`src/rtl/dispatch8_rr_if.sv`:
```
// rtl/dispatch8_rr_if.sv - upstream stream, channel mask and 8-way demux control bundle for dispatch8_rr
interface dispatch8_rr_if #(
  parameter int WIDTH = 16
);
  logic             in_valid;
  logic             in_ready;
  logic [WIDTH-1:0] in_data;
  logic [7:0]       chan_en;
  logic [7:0]       out_valid;
  logic [7:0]       out_ready;
  logic [WIDTH-1:0] out_data;
  logic [2:0]       sel;
  logic             busy;

  modport master (
    input  in_valid, in_data, chan_en, out_ready,
    output in_ready, out_valid, out_data, sel, busy
  );

  modport slave (
    output in_valid, in_data, chan_en, out_ready,
    input  in_ready, out_valid, out_data, sel, busy
  );
endinterface

```
`src/rtl/dispatch8_rr.sv`:
```
// rtl/dispatch8_rr.sv - round-robin single-entry dispatcher driving an 8-way demux select
// Optional transfer counter port `dispatched` when DISPATCH8_STATS_EN is defined.
module dispatch8_rr #(
  parameter int WIDTH = 16
) (
  input  logic          clk,
  input  logic          reset,
  dispatch8_rr_if.master bus
`ifdef DISPATCH8_STATS_EN
  ,
  output logic [15:0]   dispatched
`endif
);

  typedef enum logic {
    EMPTY = 1'b0,
    FULL  = 1'b1
  } state_t;

  state_t           state;
  state_t           state_nxt;
  logic [2:0]       ptr;
  logic [2:0]       sel_q;
  logic [2:0]       tgt;
  logic [WIDTH-1:0] data_q;
  logic             found;
  logic             any_en;
  logic             in_rdy;
  logic             accept;
  logic             xfer;

  // First enabled channel at or after ptr, wrapping through index 7 back to 0.
  always_comb begin
    tgt   = ptr;
    found = 1'b0;
    for (int k = 0; k < 8; k++) begin
      if (!found && bus.chan_en[ptr + 3'(k)]) begin
        tgt   = ptr + 3'(k);
        found = 1'b1;
      end
    end
  end

  assign any_en = |bus.chan_en;
  assign xfer   = (state == FULL) && bus.out_ready[sel_q];
  assign in_rdy = any_en && ((state == EMPTY) || bus.out_ready[sel_q]);
  assign accept = bus.in_valid && in_rdy;

  always_comb begin
    state_nxt = state;
    case (state)
      EMPTY:   if (accept) state_nxt = FULL;
      FULL:    if (xfer && !accept) state_nxt = EMPTY;
      default: state_nxt = EMPTY;
    endcase
  end

  always_ff @(posedge clk or posedge reset) begin
    if (reset) begin
      state <= EMPTY;
    end else begin
      state <= state_nxt;
    end
  end

  // Held word and target only change on accept, so they stay put until transfer.
  always_ff @(posedge clk or posedge reset) begin
    if (reset) begin
      data_q <= '0;
      sel_q  <= 3'd0;
      ptr    <= 3'd0;
    end else if (accept) begin
      data_q <= bus.in_data;
      sel_q  <= tgt;
      ptr    <= tgt + 3'd1;
    end
  end

`ifdef DISPATCH8_STATS_EN
  always_ff @(posedge clk or posedge reset) begin
    if (reset) begin
      dispatched <= 16'd0;
    end else if (xfer) begin
      dispatched <= dispatched + 16'd1;
    end
  end
`endif

  assign bus.in_ready  = in_rdy;
  assign bus.out_valid = (state == FULL) ? (8'b1 << sel_q) : 8'b0;
  assign bus.out_data  = data_q;
  assign bus.sel       = sel_q;
  assign bus.busy      = (state == FULL);

endmodule

```
`src/flat_wrapper.sv`:
```
// flat-port wrapper written by rule: the top's interface ports become plain ports
module dispatch8_rr_flat 
#(
  parameter int WIDTH = 16
)
  (clk, reset, bus_in_valid, bus_in_data, bus_chan_en, bus_out_ready, bus_in_ready, bus_out_valid, bus_out_data, bus_sel, bus_busy);
  dispatch8_rr_if #(.WIDTH(WIDTH)) bus_i ();
  input  logic clk;
  input  logic reset;
  input wire logic [$bits(bus_i.in_valid)-1:0] bus_in_valid;
  input wire logic [$bits(bus_i.in_data)-1:0] bus_in_data;
  input wire logic [$bits(bus_i.chan_en)-1:0] bus_chan_en;
  input wire logic [$bits(bus_i.out_ready)-1:0] bus_out_ready;
  output wire logic [$bits(bus_i.in_ready)-1:0] bus_in_ready;
  output wire logic [$bits(bus_i.out_valid)-1:0] bus_out_valid;
  output wire logic [$bits(bus_i.out_data)-1:0] bus_out_data;
  output wire logic [$bits(bus_i.sel)-1:0] bus_sel;
  output wire logic [$bits(bus_i.busy)-1:0] bus_busy;
  assign bus_i.in_valid = bus_in_valid;
  assign bus_i.in_data = bus_in_data;
  assign bus_i.chan_en = bus_chan_en;
  assign bus_i.out_ready = bus_out_ready;
  assign bus_in_ready = bus_i.in_ready;
  assign bus_out_valid = bus_i.out_valid;
  assign bus_out_data = bus_i.out_data;
  assign bus_sel = bus_i.sel;
  assign bus_busy = bus_i.busy;
  dispatch8_rr #(.WIDTH(WIDTH)) u_core (.clk(clk), .reset(reset), .bus(bus_i));
endmodule
```
`config.mk`:
```
export PLATFORM = sky130hd
export DESIGN_NAME = dispatch8_rr_flat
export DESIGN_NICKNAME = d
export VERILOG_FILES = /design/src/rtl/dispatch8_rr_if.sv /design/src/rtl/dispatch8_rr.sv /design/src/flat_wrapper.sv
export SDC_FILE = /design/constraint.sdc
export NUM_CORES = 1
export LEC_CHECK = 0
export BUFFER_PORTS_ARGS = -buffer_cell sky130_fd_sc_hd__clkbuf_2
export CORE_UTILIZATION = 50
export DETAILED_ROUTE_END_ITERATION = 10
export PLACE_DENSITY = 0.83
export SYNTH_ARGS = -nofsm -noshare
export SYNTH_HDL_FRONTEND = slang
export SYNTH_SLANG_ARGS = --single-unit
```
`constraint.sdc`:
```
create_clock -name clk -period 5 [get_ports clk]
set_input_delay 0.75 -clock clk [delete_from_list [all_inputs] [get_ports clk]]
set_output_delay 0.75 -clock clk [all_outputs]
set_load 0.005 [all_outputs]
```
==> metrics.yaml, run 1 <==
largest_net_degree_at_the_start_of_global_routing: 24
cts_root_buf: "sky130_fd_sc_hd__clkbuf_8"
slowest_stage: "sky130_fd_sc_hd__ha_1"
critical_path.max_stage_delay_ns: 0.80
post_drt_via_cell_ratio: 5.87
min_period_ns: 4.62
power_share_of_the_clock_group_pct: 5.9
p_seq_share_pct: 20.3
postCtsResizedCells: 0
pwr_density_cell_nw_per_um2: 803
critPathTopFamily: "compound AO/OA/AOI/OAI gates"
cts_max_level: 1
cp_data_arrival_time_ns: 4.77
tritoncts_clock_tree: "done"
p_total_mw: 1.92
floorplan.die.height_um: 65.9
combinational_share_of_power_pct: 73.8
postCtsHoldBufs: 0
layout_nets: 324
core.rowCount: 22
max-slew-margin-rel_pct: 44.3
die_width_um: 65.9
finalSetupTns_ns: 0
clock_latency_ns: 0.26
floorplan.initialDensity_pct: 53.7
p_int_mw: 0.989
tightest_slew_ns: 0.834
met3_wirelength_um: 286
synth_area_per_cell_um2: 8.91
post_synth_inst_count: 229
clk_skew_ns: 0.00835
max-vdd-ir-drop_v: 0.000389
floorplan.die_area_um2: 4340
routabilityCongestion: 0.906
dr_wl_met2_mm: 2.45
holdCritPathClass: "reg2reg"
final_core_utilization_pct: 62.9
highest-signal-layer: "met4"
dr.first_iter.drc_count: 129
grt_antenna_before_repair: 0
post-route-drc-count: 0
critPathRequiredTime_ns: 5.16
synth_cell_type_count: 55
swShare_pct: 48.5
unrepaired_setup_endpoints_after_global_routing: "no"
maxClockFrequency_mhz: 217
outcome: "finished, final reports clean"
crit_type: "reg2reg"
fin_crit_sh_pct: 92.3
grt_first_pass_wirelength_mm: 8.47
setup_viol: 0
leakagePower_nw: 1.19
portion_of_the_post_synthesis_area_used_by_sequential_elements_pct: 28.2
gr-total-overflow: 0
end_kind: "flip-flop"
crit_path_cell_trace: "clkinv_1 -> ha_1 -> mux4_2 -> nand2_1 -> nand2_1 -> a221o_1 -> a31oi_1 -> o21ai_0 -> o21ai_0 -> ha_1 -> inv_1 -> a2111oi_0 -> a311o_1 -> nand4_1 -> o221a_1"
syn-cell-area_um2: 2040
max_slew_violation_count: 0
detail_route.wl_per_cell_um: 15.0
insertedDiodeCount: 0
number_of_global_route_vias_before_repair: 1832
synth_enable_flop_cells: 0
worst-path-max-fanout: 17
drt_first_pass_iters: 4
ys.warnings.count: 0
path_clk_slew_ns: 0.08
synthesis.nets: 267
timing.critical_path.from_type: "flip-flop"
placement.io_buffers: 63
detailed_place.area_um2: 2340
hold_ws_ns: 0.480
vias: 1955
clock_sink_count: 23
synth_top_flop_cell: "sky130_fd_sc_hd__dfrtp_1"
hpwlAfterDp_mm: 3.74
worst-path-buf-inv: 2
tritoncts.num_buffers: 3
postCtsSetupRepairBufs: 0
cts.path.max_buffers: 2
synth-seq-cells: 23
finalInstanceArea_um2: 2390
drt-total-wl_mm: 4.98
power.net_switching_mw: 0.931
final_hold_viol_count: 0
flow.area_growth_from_synthesis_pct: 17.2
fraction_of_final_layout_cells_with_drive_strength_greater_than_1_pct: 34.4
design.core.area_um2: 3800
postSynth.asyncResetShare_pct: 100
timing.max_cap.violations: 0
globalRouteTotalUtil_pct: 24.8
drt.antenna.violating_nets: 0
wl_met1_mm: 2.15
count_of_boundary_i_o_pins: 64
[cell type report]
| class | instances | area, um^2 |
|---|---|---|
| multi-input cells | 185 | 1350 |
| clock inverters | 1 | 5.00 |
| clock buffers | 3 | 41.3 |
| repair buffers | 65 | 330 |
| fillers | 344 | 1410 |
| flip-flops and latches | 23 | 576 |
| well taps | 48 | 60.1 |
| inverters | 8 | 30.0 |
[power groups by stage]
stage,combinational [mW],clock [mW],sequential (mW)
final,1.42,0.113,0.390
after global routing,1.56,0.125,0.404
after CTS,1.41,0.117,0.388
after detailed placement,1.41,0,0.389
after global placement,1.36,0,0.387
after floorplan,1.15,0,0.346
[Yosys cell counts (all sizes together) (2+ instances only)]
cell type  number  share of area (%)
o31ai           3                1.1
a31oi           2               0.61
nand3           5                1.2
mux2           12                7.2
a21oi           5                1.4
xnor2           3                1.3
clkbuf          5               0.92
nand2          64                 12
nor2           15                3.1
nor4            3               0.92
mux2i          14                7.1
nor2b           2               0.61
o21ai           9                2.2
buf             8                3.3
ha              3                1.8
o22ai           3                1.2
nor3            4               0.98
a211oi          2               0.98
nand2b          6                2.2
a311o           2               0.98
and2            2               0.67
inv             7                1.3
mux4           10                 11
o31a            2               0.86
dfrtp          23                 28
[through the flow]
step | cells | setup slack, ns
after CTS | 333 | 0.423
after global placement | 329 | 0.635
after global routing | 333 | 0.0326
after detailed placement | 329 | 0.425
after floorplan | 229 | 1.22
final | 333 | 0.383
[cells in the final DEF, fill, tap and decap left out, types with 2 or more instances in the layout]
master                     count
sky130_fd_sc_hd__a21oi_1       4
sky130_fd_sc_hd__a311o_1       2
sky130_fd_sc_hd__a31oi_1       2
sky130_fd_sc_hd__buf_4         2
sky130_fd_sc_hd__clkbuf_2     63
sky130_fd_sc_hd__clkbuf_8      3
sky130_fd_sc_hd__dfrtp_1      23
sky130_fd_sc_hd__ha_1          3
sky130_fd_sc_hd__inv_1         6
sky130_fd_sc_hd__mux2_1        2
sky130_fd_sc_hd__mux2_2        7
sky130_fd_sc_hd__mux2_4        3
sky130_fd_sc_hd__mux2i_1      13
sky130_fd_sc_hd__mux4_2        9
sky130_fd_sc_hd__nand2_1      64
sky130_fd_sc_hd__nand2b_1      5
sky130_fd_sc_hd__nand3_1       5
sky130_fd_sc_hd__nor2_1       14
sky130_fd_sc_hd__nor2b_1       2
sky130_fd_sc_hd__nor3_1        4
sky130_fd_sc_hd__nor4_1        3
sky130_fd_sc_hd__o21ai_0       6
sky130_fd_sc_hd__o21ai_1       3
sky130_fd_sc_hd__o22ai_1       2
sky130_fd_sc_hd__o31a_1        2
sky130_fd_sc_hd__o31ai_1       3
sky130_fd_sc_hd__xnor2_1       3
[registers in the layout, summed over array words and instances (netlist names)]
signal,cells
u_core.bus.out_data,16
u_core.bus.sel,3
u_core.ptr,3
u_core.bus.busy,1
[per-layer routing]
| metal | GRT usage (%) | up-vias |
|---|---|---|
| met3 | 2.93 | 12 |
| met1 | 30.8 | 942 |
| met5 | 0 | - |
| li1 | - | 926 |
| met2 | 44.5 | 75 |
| met4 | 7.61 | 0 |
[path summary, 6_finish.rpt]
check	startpoint	to	slack, ns	cells after the start
max in group asynchronous	reset	u_core.bus.busy	3.86	2
max	u_core.ptr[1]	u_core.ptr[2]	0.38	15
min	u_core.bus.out_data[7]	u_core.bus.out_data[7]	0.48	2
max reg2reg	u_core.ptr[1]	u_core.ptr[2]	0.38	15
min in group asynchronous	reset	u_core.bus.out_data[0]	0.62	2
min reg2reg	u_core.bus.out_data[7]	u_core.bus.out_data[7]	0.48	2
[worst min-delay path: cells and delay by family, from the launching register on]
family | cells | cell delay (ns)
flip-flops | 1 | 0.35
AND/OR/NAND/NOR | 2 | 0.11
[cells by family (layout without fill, tap and decap cells)]
group | after synthesis | after routing | synth area share, %
and+or+nand+nor | 104 | 104 | 23.1
AOI/OAI and AO/OA | 38 | 38 | 14.0
muxes | 36 | 36 | 25.4
DFF | 23 | 23 | 28.2
buffers and inverters | 21 | 77 | 5.70
xor gates and xnor gates | 4 | 4 | 1.72
adders and majority gates | 3 | 3 | 1.84
Note: power is estimated with default switching activity, not from simulation.
==> run 2, diff against run 1 <==
--- a/config.mk
+++ b/config.mk
@@ -5,10 +5,11 @@
 export SDC_FILE = /design/constraint.sdc
 export NUM_CORES = 1
 export LEC_CHECK = 0
+export ABC_AREA = 1
 export BUFFER_PORTS_ARGS = -buffer_cell sky130_fd_sc_hd__clkbuf_2
 export CORE_UTILIZATION = 50
 export DETAILED_ROUTE_END_ITERATION = 10
-export PLACE_DENSITY = 0.83
+export PLACE_DENSITY = 0.86
 export SYNTH_ARGS = -nofsm -noshare
 export SYNTH_HDL_FRONTEND = slang
 export SYNTH_SLANG_ARGS = --single-unit
==> metrics.yaml, run 2 <==
outcome: "finished, final reports clean"
ff_latch_area_um2: 576  # unchanged
dr.first_iter.drc_count: 84  # -35%
fin_crit_sh_pct: 63.8  # -28 points
timing.rr.start: "u_core.ptr[0]"
grt_first_pass_wirelength_mm: 6.88  # -19%
clock_sink_count: 23  # unchanged
routabilityCongestion: 0.971  # +7.1%
final_common_cell: "sky130_fd_sc_hd__nand2_1"
core.rowCount: 21  # -4.5%
layout_common_cells: "131 x sky130_fd_sc_hd__nand2_1, 63 x sky130_fd_sc_hd__clkbuf_2, 32 x sky130_fd_sc_hd__nand3_1"
holdCritPathClass: "reg2reg"
post_synth_inst_count: 274  # +20%
postCtsSetupRepairBufs: 0  # unchanged
synth_top_flop_cell: "sky130_fd_sc_hd__dfrtp_1"
tritoncts_clock_tree: "done"
unrepaired_setup_endpoints_after_global_routing: "no"
max-slew-margin-rel_pct: 43.0  # -1.3 points
maxClockFrequency_mhz: 313  # +45%
timing.max_cap.violations: 0  # unchanged
gr-total-overflow: 0  # unchanged
max_slew_violation_count: 0  # unchanged
placement.io_buffers: 63  # unchanged
rr_endpoint: "u_core.ptr[2]"
final_core_utilization_pct: 63.0  # +0.076 points
ys_top_cells_by_area: "sky130_fd_sc_hd__dfrtp_1 33%, sky130_fd_sc_hd__nand2_1 28%, sky130_fd_sc_hd__nand3_1 9.1%"
drt-total-wl_mm: 4.29  # -14%
number_of_global_route_vias_before_repair: 1706  # -6.9%
clock_latency_ns: 0.31  # +0.05 ns
fill_cells: 337  # -2.0%
drt.antenna.violating_nets: 0  # unchanged
post_drt_via_cell_ratio: 5.10  # -13%
multiInputGateArea_um2: 1050  # -22%
largest_register_ff_count: 16  # unchanged
max-vdd-ir-drop_v: 0.000359  # -7.8%
synth_cell_type_count: 26  # -53%
worstHoldEndpoint: "u_core.bus.out_data[0]"
synth-seq-cells: 23  # unchanged
grt_antenna_before_repair: 0  # unchanged
floorplan.initialDensity_pct: 52.3  # -1.4 points
worst-r2r-cell-count: 21  # +6
vias: 1939  # -0.82%
crit_type: "reg2reg"
postSynth.asyncResetShare_pct: 100  # unchanged
die_width_um: 61.3  # -6.9%
setup_viol: 0  # unchanged
post_synth_most_frequent_cells: "131 x sky130_fd_sc_hd__nand2_1, 32 x sky130_fd_sc_hd__nand3_1, 23 x sky130_fd_sc_hd__dfrtp_1, 20 x sky130_fd_sc_hd__inv_1, 17 x sky130_fd_sc_hd__nor2_1"
insertedDiodeCount: 0  # unchanged
pwr_density_cell_nw_per_um2: 795  # -0.98%
fraction_of_final_layout_cells_with_drive_strength_greater_than_1_pct: 26.0  # -8.3 points
cts_max_level: 1  # unchanged
portion_of_the_post_synthesis_area_used_by_sequential_elements_pct: 32.7  # +4.5 points
hpwlAfterDp_mm: 3.40  # -9.0%
synth_enable_flop_cells: 0  # unchanged
postCtsResizedCells: 0  # unchanged
cts.path.max_buffers: 2  # unchanged
dp.cells: 376  # +14%
timing.critical_path.from_type: "flip-flop"
path_clk_slew_ns: 0.14  # +0.06 ns
floorplan.die.height_um: 61.3  # -6.9%
ys.warnings.count: 0  # unchanged
count_of_boundary_i_o_pins: 64  # unchanged
clk_skew_ns: 0.0116  # +0.00323 ns
cts_root_buf: "sky130_fd_sc_hd__clkbuf_4"
tightest_slew_ns: 0.854  # +0.0195 ns
drt_first_pass_iters: 4  # unchanged
hold_path_depth: 2  # unchanged
syn-cell-area_um2: 1760  # -14%
largest_net_degree_at_the_start_of_global_routing: 25  # +4.2%
synth_most_common_cell: "sky130_fd_sc_hd__nand2_1"
detail_route.wl_per_cell_um: 11.3  # -24%
finalSetupTns_ns: 0  # unchanged
globalRouteTotalUtil_pct: 24.4  # -0.47 points
synthesis.nets: 312  # +17%
critPathRequiredTime_ns: 5.22  # +0.06 ns
yosys.area.top_type_share_pct: 32.7  # +4.5 points
floorplan.die_area_um2: 3760  # -13%
synth_largest_area_cell: "sky130_fd_sc_hd__dfrtp_1"
final_hold_viol_count: 0  # unchanged
worst-path-max-fanout: 12  # -5
ff2ff_setup_slack_ns: 1.81  # +1.42 ns
hold_ws_ns: 0.492  # +0.0117 ns
post-route-drc-count: 0  # unchanged
min-delay-start: "u_core.bus.out_data[0]"
tritoncts.num_buffers: 3  # unchanged
layout_nets: 373  # +15%
synth_area_per_cell_um2: 6.42  # -28%
end_kind: "flip-flop"
finish.cell_count_without_fillers: 380  # +14%
leakagePower_nw: 1.29  # +8.3%
design.core.area_um2: 3360  # -11%
cp_data_arrival_time_ns: 3.41  # -1.36 ns
min_period_ns: 3.19  # -1.42 ns
flow.area_growth_from_synthesis_pct: 20.5
postCtsHoldBufs: 0  # unchanged
-- run 2: routing by layer --
layer | GRT usage, % | share of wire (%) | vias to the layer above
met3 | 3.99 | 6.0 | 4
met4 | 7.47 | 0.68 | 0
met2 | 41.3 | 48 | 73
met5 | 0 | 0 | -
met1 | 32.0 | 45 | 882
li1 | - | - | 980
-- run 2: area by class of cell --
type,count,share of cell area (%)
inverters,25,4.43
clock buffers,3,1.06
clock inverters,1,0.236
multi-input cells,219,49.5
flip-flops and latches,23,27.2
repair buffers,63,14.9
well taps,46,2.72
-- run 2: worst max path at each step --
stage                  start            end  slack, ns  depth (start not counted)
2_1_floorplan  u_core.ptr[0]  u_core.ptr[2]       2.43                         22
3_3_place_gp   u_core.ptr[0]  u_core.ptr[2]       2.03                         21
3_5_place_dp   u_core.ptr[0]  u_core.ptr[2]       1.89                         21
4_1_cts        u_core.ptr[0]  u_core.ptr[2]       1.85                         21
5_1_grt        u_core.ptr[0]  u_core.ptr[2]       1.45                         21
6_report       u_core.ptr[0]  u_core.ptr[2]       1.81                         21
-- run 2: logic make-up after synthesis --
logic type,count (synthesis),synth area share (%)
AOI/OAI and AO/OA,15,4.84
xor gates and xnor gates,4,2.85
adders and majority gates,3,2.13
buffers and inverters,32,7.61
DFF,23,32.7
and+or+nand+nor,197,49.9
-- run 2: power breakdown --
group / switching (mW) / internal (mW)
sequential: 0.0985 / 0.279
combinational: 0.791 / 0.430
clock: 0.0570 / 0.0298
-- run 2: worst max-delay path, stage by stage (launching register included) --
cell and delay [ns]:
sky130_fd_sc_hd__dfrtp_1 0.60, sky130_fd_sc_hd__inv_2 0.18, sky130_fd_sc_hd__ha_1 0.45, sky130_fd_sc_hd__inv_2 0.14, sky130_fd_sc_hd__nand3_1 0.10, sky130_fd_sc_hd__nand2_1 0.10, sky130_fd_sc_hd__nand2_1 0.08, sky130_fd_sc_hd__nand2_2 0.11
sky130_fd_sc_hd__nand2_4 0.07, sky130_fd_sc_hd__nor2_8 0.12, sky130_fd_sc_hd__nand2_4 0.08, sky130_fd_sc_hd__nor2_8 0.11, sky130_fd_sc_hd__nand3_1 0.11, sky130_fd_sc_hd__inv_2 0.12, sky130_fd_sc_hd__nand2_1 0.06, sky130_fd_sc_hd__nand2_1 0.12
sky130_fd_sc_hd__inv_1 0.05, sky130_fd_sc_hd__ha_1 0.19, sky130_fd_sc_hd__inv_1 0.06, sky130_fd_sc_hd__o21ai_0 0.08, sky130_fd_sc_hd__nand2_1 0.11, sky130_fd_sc_hd__nand2_1 0.05
-- run 2: stage by stage --
stage | power, mW | area (um^2) | setup slack [ns]
after global placement | 1.56 | 2090 | 2.03
after detailed placement | 1.59 | 2090 | 1.89
after CTS | 1.68 | 2120 | 1.85
final | 1.69 | 2120 | 1.81
after global routing | 1.88 | 2120 | 1.45
after floorplan | 1.30 | 1760 | 2.43
==> run 3, diff against run 2 <==
--- a/config.mk
+++ b/config.mk
@@ -5,11 +5,11 @@
 export SDC_FILE = /design/constraint.sdc
 export NUM_CORES = 1
 export LEC_CHECK = 0
-export ABC_AREA = 1
+export ABC_AREA = 0
 export BUFFER_PORTS_ARGS = -buffer_cell sky130_fd_sc_hd__clkbuf_2
 export CORE_UTILIZATION = 50
 export DETAILED_ROUTE_END_ITERATION = 10
-export PLACE_DENSITY = 0.86
+export PLACE_DENSITY = 0.83
 export SYNTH_ARGS = -nofsm -noshare
 export SYNTH_HDL_FRONTEND = slang
 export SYNTH_SLANG_ARGS = --single-unit
==> constraint.sdc (replaced) <==
create_clock -name clk -period 3.27 [get_ports clk]
set_input_delay 0.4905 -clock clk [delete_from_list [all_inputs] [get_ports clk]]
set_output_delay 0.4905 -clock clk [all_outputs]
set_load 0.005 [all_outputs]
==> metrics.yaml, run 3 (same netlist as run 1, synthesis figures left out) <==
outcome: "finished, final reports clean"
tritoncts.num_buffers: 3  # unchanged
min_period_ns: 3.21  # +0.0162 ns
core.rowCount: 22  # +4.8%
tightest_slew_ns: 0.841  # -0.0123 ns
insertedDiodeCount: 0  # unchanged
clock_latency_ns: 0.26  # -0.05 ns
floorplan.initialDensity_pct: 53.7  # +1.4 points
pwr_density_cell_nw_per_um2: 1390  # +75%
largest_register_ff_count: 16  # unchanged
holdCritPathClass: "in2async"
finalInstanceArea_um2: 2770  # +31%
count_of_boundary_i_o_pins: 64  # unchanged
die_width_um: 65.9  # +7.5%
detail_route.wl_per_cell_um: 15.4  # +36%
max_slew_violation_count: 0  # unchanged
layout_common_cells: "63 x sky130_fd_sc_hd__clkbuf_2, 62 x sky130_fd_sc_hd__nand2_1, 28 x sky130_fd_sc_hd__buf_4"
max-slew-margin-rel_pct: 43.8  # +0.82 points
p_total_mw: 3.84  # +130%
postCtsHoldBufs: 0  # unchanged
final_common_cell: "sky130_fd_sc_hd__clkbuf_2"
dr.first_iter.drc_count: 214  # +150%
grt_antenna_before_repair: 0  # unchanged
hold_ws_ns: 0.366  # -0.125 ns
cp_data_arrival_time_ns: 3.36  # -0.05 ns
setup_viol: 0  # unchanged
ff_latch_area_um2: 578  # +0.43%
vias: 2094  # +8.0%
drt_first_pass_iters: 4  # unchanged
path_clk_slew_ns: 0.08  # -0.06 ns
placement.io_buffers: 63  # unchanged
drt.antenna.violating_nets: 0  # unchanged
hpwlAfterDp_mm: 4.18  # +23%
floorplan.die_area_um2: 4340  # +15%
fill_cells: 270  # -20%
routabilityCongestion: 0.947  # -2.4%
post_drt_via_cell_ratio: 5.78  # +13%
grt_first_pass_wirelength_mm: 8.76  # +27%
final_core_utilization_pct: 72.9  # +9.9 points
gr-total-overflow: 0  # unchanged
globalRouteTotalUtil_pct: 26.1  # +1.7 points
worst-path-max-fanout: 6  # -6
crit_type: "reg2reg"
leakagePower_nw: 1.35  # +4.9%
multiInputGateArea_um2: 1490  # +42%
cts.path.max_buffers: 2  # unchanged
fraction_of_final_layout_cells_with_drive_strength_greater_than_1_pct: 46.2  # +20 points
number_of_global_route_vias_before_repair: 1966  # +15%
cts_root_buf: "sky130_fd_sc_hd__clkbuf_8"
drt-total-wl_mm: 5.56  # +30%
timing.critical_path.from_type: "flip-flop"
flow.area_growth_from_synthesis_pct: 35.7
design.core.area_um2: 3800  # +13%
maxClockFrequency_mhz: 312  # -0.51%
largest_net_degree_at_the_start_of_global_routing: 24  # -4.0%
detailed_place.area_um2: 2560  # +22%
critPathRequiredTime_ns: 3.42  # -1.80 ns
tritoncts_clock_tree: "done"
timing.max_cap.violations: 0  # unchanged
floorplan.die.height_um: 65.9  # +7.5%
layout_nets: 353  # -5.4%
end_kind: "flip-flop"
fin_crit_sh_pct: 98.1  # +34 points
clk_skew_ns: 0.00135  # -0.0102 ns
final_hold_viol_count: 0  # unchanged
clock_sink_count: 23  # unchanged
max-vdd-ir-drop_v: 0.000702  # +96%
post-route-drc-count: 0  # unchanged
cts_max_level: 1  # unchanged
-- run 3: per-stage QoR --
step / TNS, ns / setup slack (ns) / std cells
6_report: 0 / 0.0616 / 362
5_1_grt: -0.0650 / -0.0650 / 362
4_1_cts: 0 / 0.0154 / 356
3_5_place_dp: 0 / 0.00140 / 352
3_3_place_gp: 0 / 0.0909 / 352
2_1_floorplan: -0.0142 / -0.0142 / 229
-- run 3: routing by layer --
layer	wire [um]	GRT usage, %	vias to the layer above
li1	-	-	986
met1	2280	32.5	985
met2	2840	46.4	109
met3	299	2.76	14
met4	139	8.97	0
met5	0	0	-
-- run 3: path summary, 6_finish.rpt --
check,cells after the start,slack [ns],start,to
worst min-delay path,2,0.37,reset,u_core.bus.out_data[9]
min in group clk,3,0.41,bus_in_data[13],u_core.bus.out_data[13]
max in group asynchronous,2,2.33,reset,u_core.ptr[0]
worst max register to register,14,0.06,u_core.ptr[0],u_core.ptr[2]
worst max-delay path,14,0.06,u_core.ptr[0],u_core.ptr[2]
worst min register to register,2,0.48,u_core.bus.out_data[13],u_core.bus.out_data[13]
-- run 3: what timing repair did --
item	4_1_cts	5_1_grt
gates resized for setup	2	22
pin swaps	0	12
endpoints found under the setup margin	1	1
buffers inserted	0	6
endpoints found under the hold margin	0	0
-- run 3: layout make-up --
cell class / count / share of cell area (%)
flip-flops and latches: 23 / 20.9
well taps: 48 / 2.17
inverters: 8 / 1.36
multi-input cells: 185 / 53.8
repair buffers: 94 / 20.2
clock buffers: 4 / 1.63
-- run 3: where the power goes --
part	total (mW)	switching [mW]	internal [mW]
registers	0.576	0.143	0.433
logic	3.10	1.55	1.55
clock network	0.173	0.0861	0.0869
total	3.84	1.78	2.07
-- run 3: worst max-delay path, stage by stage, from the launching register on --
cell and delay (ns):
sky130_fd_sc_hd__dfrtp_2 0.43, sky130_fd_sc_hd__clkinv_4 0.07, sky130_fd_sc_hd__ha_4 0.33, sky130_fd_sc_hd__mux4_2 0.60, sky130_fd_sc_hd__nand2_2 0.11, sky130_fd_sc_hd__nand2_2 0.08
sky130_fd_sc_hd__o21a_1 0.19, sky130_fd_sc_hd__nor2_2 0.14, sky130_fd_sc_hd__o21ai_4 0.08, sky130_fd_sc_hd__xnor2_2 0.16, sky130_fd_sc_hd__ha_4 0.19, sky130_fd_sc_hd__buf_4 0.13
sky130_fd_sc_hd__o31a_1 0.24, sky130_fd_sc_hd__o31a_1 0.11, sky130_fd_sc_hd__o221a_1 0.23
